File: src/rtl/clock_enables.sv
// Clock-enable and reset sequencer for the 7 MHz system domain.
// Derives the pixel, CPU and PSG enables, a stretched reset, and the turbo switch.
module clock_enables #(
  parameter int RESET_CYCLES = 1024
) (
  input  logic       clock,
  input  logic       reset,
  input  logic       turbo,
  input  logic       contend,
  output logic       ce_pix,
  output logic       ce_cpu,
  output logic       ce_psg,
  output logic       reset_out,
  output logic       turbo_act,
  output logic [2:0] phase
);

  localparam int CW = $clog2(RESET_CYCLES + 1);
  localparam logic [CW-1:0] RC_W = CW'(RESET_CYCLES);

  logic [2:0]    phase_q, phase_d;
  logic [CW-1:0] cnt_q, cnt_d;
  logic          ce_pix_q, ce_pix_d;
  logic          ce_cpu_q, ce_cpu_d;
  logic          ce_psg_q, ce_psg_d;
  logic          reset_out_q, reset_out_d;
  logic          turbo_act_q, turbo_act_d;

  always_ff @(posedge clock or posedge reset) begin
    if (reset) begin
      phase_q     <= 3'd0;
      cnt_q       <= '0;
      ce_pix_q    <= 1'b0;
      ce_cpu_q    <= 1'b0;
      ce_psg_q    <= 1'b0;
      reset_out_q <= 1'b1;
      turbo_act_q <= 1'b0;
    end else begin
      phase_q     <= phase_d;
      cnt_q       <= cnt_d;
      ce_pix_q    <= ce_pix_d;
      ce_cpu_q    <= ce_cpu_d;
      ce_psg_q    <= ce_psg_d;
      reset_out_q <= reset_out_d;
      turbo_act_q <= turbo_act_d;
    end
  end

  always_comb begin
    phase_d     = phase_q + 3'd1;
    ce_pix_d    = 1'b1;
    ce_psg_d    = (phase_q[1:0] == 2'd3);
    cnt_d       = (cnt_q == RC_W) ? cnt_q : cnt_q + CW'(1);
    reset_out_d = (cnt_d != RC_W);
    // Turbo only switches on the 8-cycle boundary so the CPU never sees a runt slot.
    turbo_act_d = (phase_q == 3'd7) ? turbo : turbo_act_q;
    // Gating on the current reset_out keeps the first CPU slot strictly after the fall.
    ce_cpu_d    = !reset_out_q && !contend && (turbo_act_d || phase_d[0]);
  end

  assign ce_pix    = ce_pix_q;
  assign ce_cpu    = ce_cpu_q;
  assign ce_psg    = ce_psg_q;
  assign reset_out = reset_out_q;
  assign turbo_act = turbo_act_q;
  assign phase     = phase_q;

endmodule

File: config.mk
export PLATFORM = sky130hd
export DESIGN_NAME = clock_enables
export DESIGN_NICKNAME = d
export VERILOG_FILES = /design/src/rtl/clock_enables.sv
export SDC_FILE = /design/constraint.sdc
export NUM_CORES = 1
export LEC_CHECK = 0
export CAP_MARGIN = 20
export CORE_MARGIN = 2
export CORE_UTILIZATION = 44
export CTS_BUF_LIST = sky130_fd_sc_hd__clkbuf_16
export CTS_CLUSTER_DIAMETER = 30
export DETAILED_ROUTE_END_ITERATION = 6
export PLACE_DENSITY = 0.66
export SYNTH_ARGS = -nofsm -noshare
export SYNTH_HDL_FRONTEND = slang
export SYNTH_SLANG_ARGS = --single-unit
File: constraint.sdc
create_clock -name clock -period 4.6 [get_ports clock]
set_clock_uncertainty 0.15 [all_clocks]
set_input_delay 0.46 -clock clock [delete_from_list [all_inputs] [get_ports clock]]
set_output_delay 0.46 -clock clock [all_outputs]
set_load 0.02 [all_outputs]
==> results by group <==
Clocking
  • Root buffer cell: clkbuf_16
  • Total CTS buffers: 3
  • Worst skew pair latency: 250 ps
  • Worst-path clk slew: 60 ps
  • CTS tree: done
  • Post-CTS setup buffers: 0
  • Post-CTS Hold Fix Bufs: 0
  • Clock sinks: 19
  • Clock Tree Buf Depth: 2
  • Post_cts resized: 0
  • H-Tree Depth: 1

GRT
  • Total gr overflow: 0
  • Vias in the first global route: 594
  • GR Util All Layers: approximately 15%
  • Largest net degree at the start of global routing: 20
  • Global-route wire length before repair: 2740 µm
  • Antenna violations before repair: 0

Logic synthesis
  • Syn avg cell area: 11.2 µm²
  • Number of synthesized flops with an enable pin: 0
  • Synth Instances: 78
  • Asr flop ratio synth: 100%
  • Yosys reg bits: 19
  • Syn_nets: 86
  • Most frequently used flop master after synthesis: dfrtp_1
  • Sequential area share after synthesis: 54.4%
  • Cell variety after synth: 30
  • Synth warn: 0
  • Post-synthesis instance area: 877 µm²

STA
  • Final Hold Viols: 0
  • Fin. max-slew vios: 0
  • Achievable Freq: 0.489 GHz
  • Final period utilization: 44.4%
  • Post-route setup slack: 2560 ps
  • Slew of the pin with the lowest slew margin: 684 ps
  • Tmin final: 2040 ps
  • Setup TNS: 0 ps
  • RSZ-0062 raised after global routing: false
  • Max-slew headroom: approximately 54%
  • Final setup viols: 0

Outcome
  • Status: completed

Floorplan
  • Core area: 1920 µm²
  • # IOs: 12
  • Die area: 2370 µm²
  • Floorplan die width: 48.6 µm
  • Num rows: 16
  • Die height: 48.6 µm
  • Initial core utilization: a little under half

Critical path
  • Reg2Reg Depth: 5
  • Reg-to-reg setup timing slack: between 2000 and 3000 ps
  • Slowest cell on the critical path: or4_4
  • CP cell instances: ha_1 > nand3_1 > or4_4 > a211oi_2 > o2111ai_1
  • Worst EP arrival: 2060 ps
  • CP bufs+invs: 0
  • Worst setup EP type: register
  • Levels on crit path: 5
  • Largest stage delay on the critical path: around 530 ps
  • Cell family with most CP delay: simple AND/OR/NAND/NOR gates
  • Worst Setup Path Type: register to register
  • Crit path max fanout: 7
  • CP startpoint kind: register
  • Data required, critical path: 4610 ps

Detailed routing
  • Initial drt markers: 12
  • WL/cell: 12.6 µm
  • Routed vias: a little over 600
  • DRC: 0
  • Detail Route Antenna Nets: 0
  • Vias per inst: 5.19
  • Final wirelength: between 1000 and 1500 µm
  • Drt first pass iters: 4

Placed design
  • DP Cell Count: roughly 120
  • DP Worst Slack: between 2000 and 3000 ps
  • Post-DP HPWL: roughly 1100 µm
  • Final GP Congestion: around 0.77
  • Port Buf Inserts: 11

Power
  • Total power: 0.360 mW
  • Power per cell area: around 330 nW/µm²
  • VDD IR-drop max: roughly 180 µV
  • Leak: 0.485 nW

Finish
  • Ant. Diodes: 0
  • Post-route insts no fill: 119
  • Fillcell total: 177
  • Area delta synth->final: 25.2%
  • Share of layout cells above drive strength 1: 12.0%
  • Nets: slightly above 100

Min path
  • Hold depth: 1
  • HP Class: register to register

Job
  • Total of max-cap violations: 0
==> path summary, 6_finish.rpt <==
check                              startpoint                  end
min in group asynchronous               reset     ce_psg$_DFF_PP0_
hold / removal             phase[0]$_DFF_PP0_   phase[0]$_DFF_PP0_
hold reg to reg            phase[0]$_DFF_PP0_   phase[0]$_DFF_PP0_
setup reg to reg           cnt_q[0]$_DFF_PP0_  reset_out$_DFF_PP1_
setup / recovery           cnt_q[0]$_DFF_PP0_  reset_out$_DFF_PP1_
max in group asynchronous               reset   cnt_q[5]$_DFF_PP0_
==> flip-flops by register name, indices dropped and copies added, names as in the netlist <==
name,count
cnt_q,11
phase,3
ce_cpu,1
ce_pix,1
ce_psg,1
reset_out,1
turbo_act,1
==> stage by stage <==
stage,area (µm²),hold WS [ps],util [%]
2_1_floorplan,877,260,-
3_3_place_gp,1020,315,52.9
3_5_place_dp,1020,319,52.9
4_1_cts,1100,328,57.2
5_1_grt,1100,357,57.2
6_report,1100,321,57.2
==> per-layer routing <==
layer / vias up / GRT usage (%) / wire length, µm
met2: 17 / 22.1 / 653
met1: 292 / 21.4 / 737
met5: - / 0 / 0
met3: 4 / 3.09 / 66
met4: 0 / 8.57 / 36
li1: 305 / - / -
==> worst reg2reg max path: stages (launching register included) <==
cell and delay, ps:
dfrtp_1 400, ha_1 300, nand3_1 210, or4_4 530
a211oi_2 230, o2111ai_1 140
==> cell type report <==
class                      count  area, µm²  area share (%)
sequential                    19        477            43.4
clock inverter                 1       7.51           0.683
clock buffer                   3       75.1            6.83
inverter                       5       18.8            1.71
multi-input combinational     53        377            34.3
timing repair buffer          11        110            10.0
tap                           27       33.8            3.08
==> where the power goes <==
| part | leakage, nW | internal, mW | total [mW] | switching, mW |
|---|---|---|---|---|
| logic | 0.209 | 0.00416 | 0.00937 | 0.00522 |
| clock network | 0.0371 | 0.117 | 0.182 | 0.0645 |
| registers | 0.239 | 0.168 | 0.168 | 0.000299 |
| total | 0.485 | 0.290 | 0.360 | 0.0700 |
==> synthesized netlist by cell type, types with 2 or more instances <==
master	n	area, µm²
xnor2_1	3	26.3
nor2_1	5	18.8
and3_1	2	12.5
dfrtp_1	18	450
nand2_1	7	26.3
nor4_1	2	12.5
nor3_1	2	10.0
ha_1	4	50.1
xor2_1	3	26.3
nand3_1	5	25.0
o21ai_0	4	20.0
inv_1	5	18.8
==> logic make-up (layout without fill, tap and decap cells) <==
family,after synthesis,in the layout,share of synthesized area [%]
AOI/OAI and AO/OA,11,11,9.42
adders and majority gates,4,4,5.71
buffers and inverters,6,20,2.71
muxes,1,1,1.28
other,1,1,0.428
and+or+nand+nor,30,30,20.1
xor gates and xnor gates,6,6,5.99
DFF,19,19,54.4
==> layout by cell type, fill, tap and decap left out, types with 2 or more instances in the layout <==
master,synthesis,final
clkdlybuf4s50_1,0,11
nor3_1,2,2
clkbuf_16,0,3
and3_1,2,2
nand2_1,7,7
o21ai_0,4,4
xor2_1,3,3
dfrtp_1,18,18
nor4_1,2,2
inv_1,5,5
ha_1,4,4
xnor2_1,3,3
nor2_1,5,5
nand3_1,5,5
No activity file was read; power rests on OpenSTA's default activity.
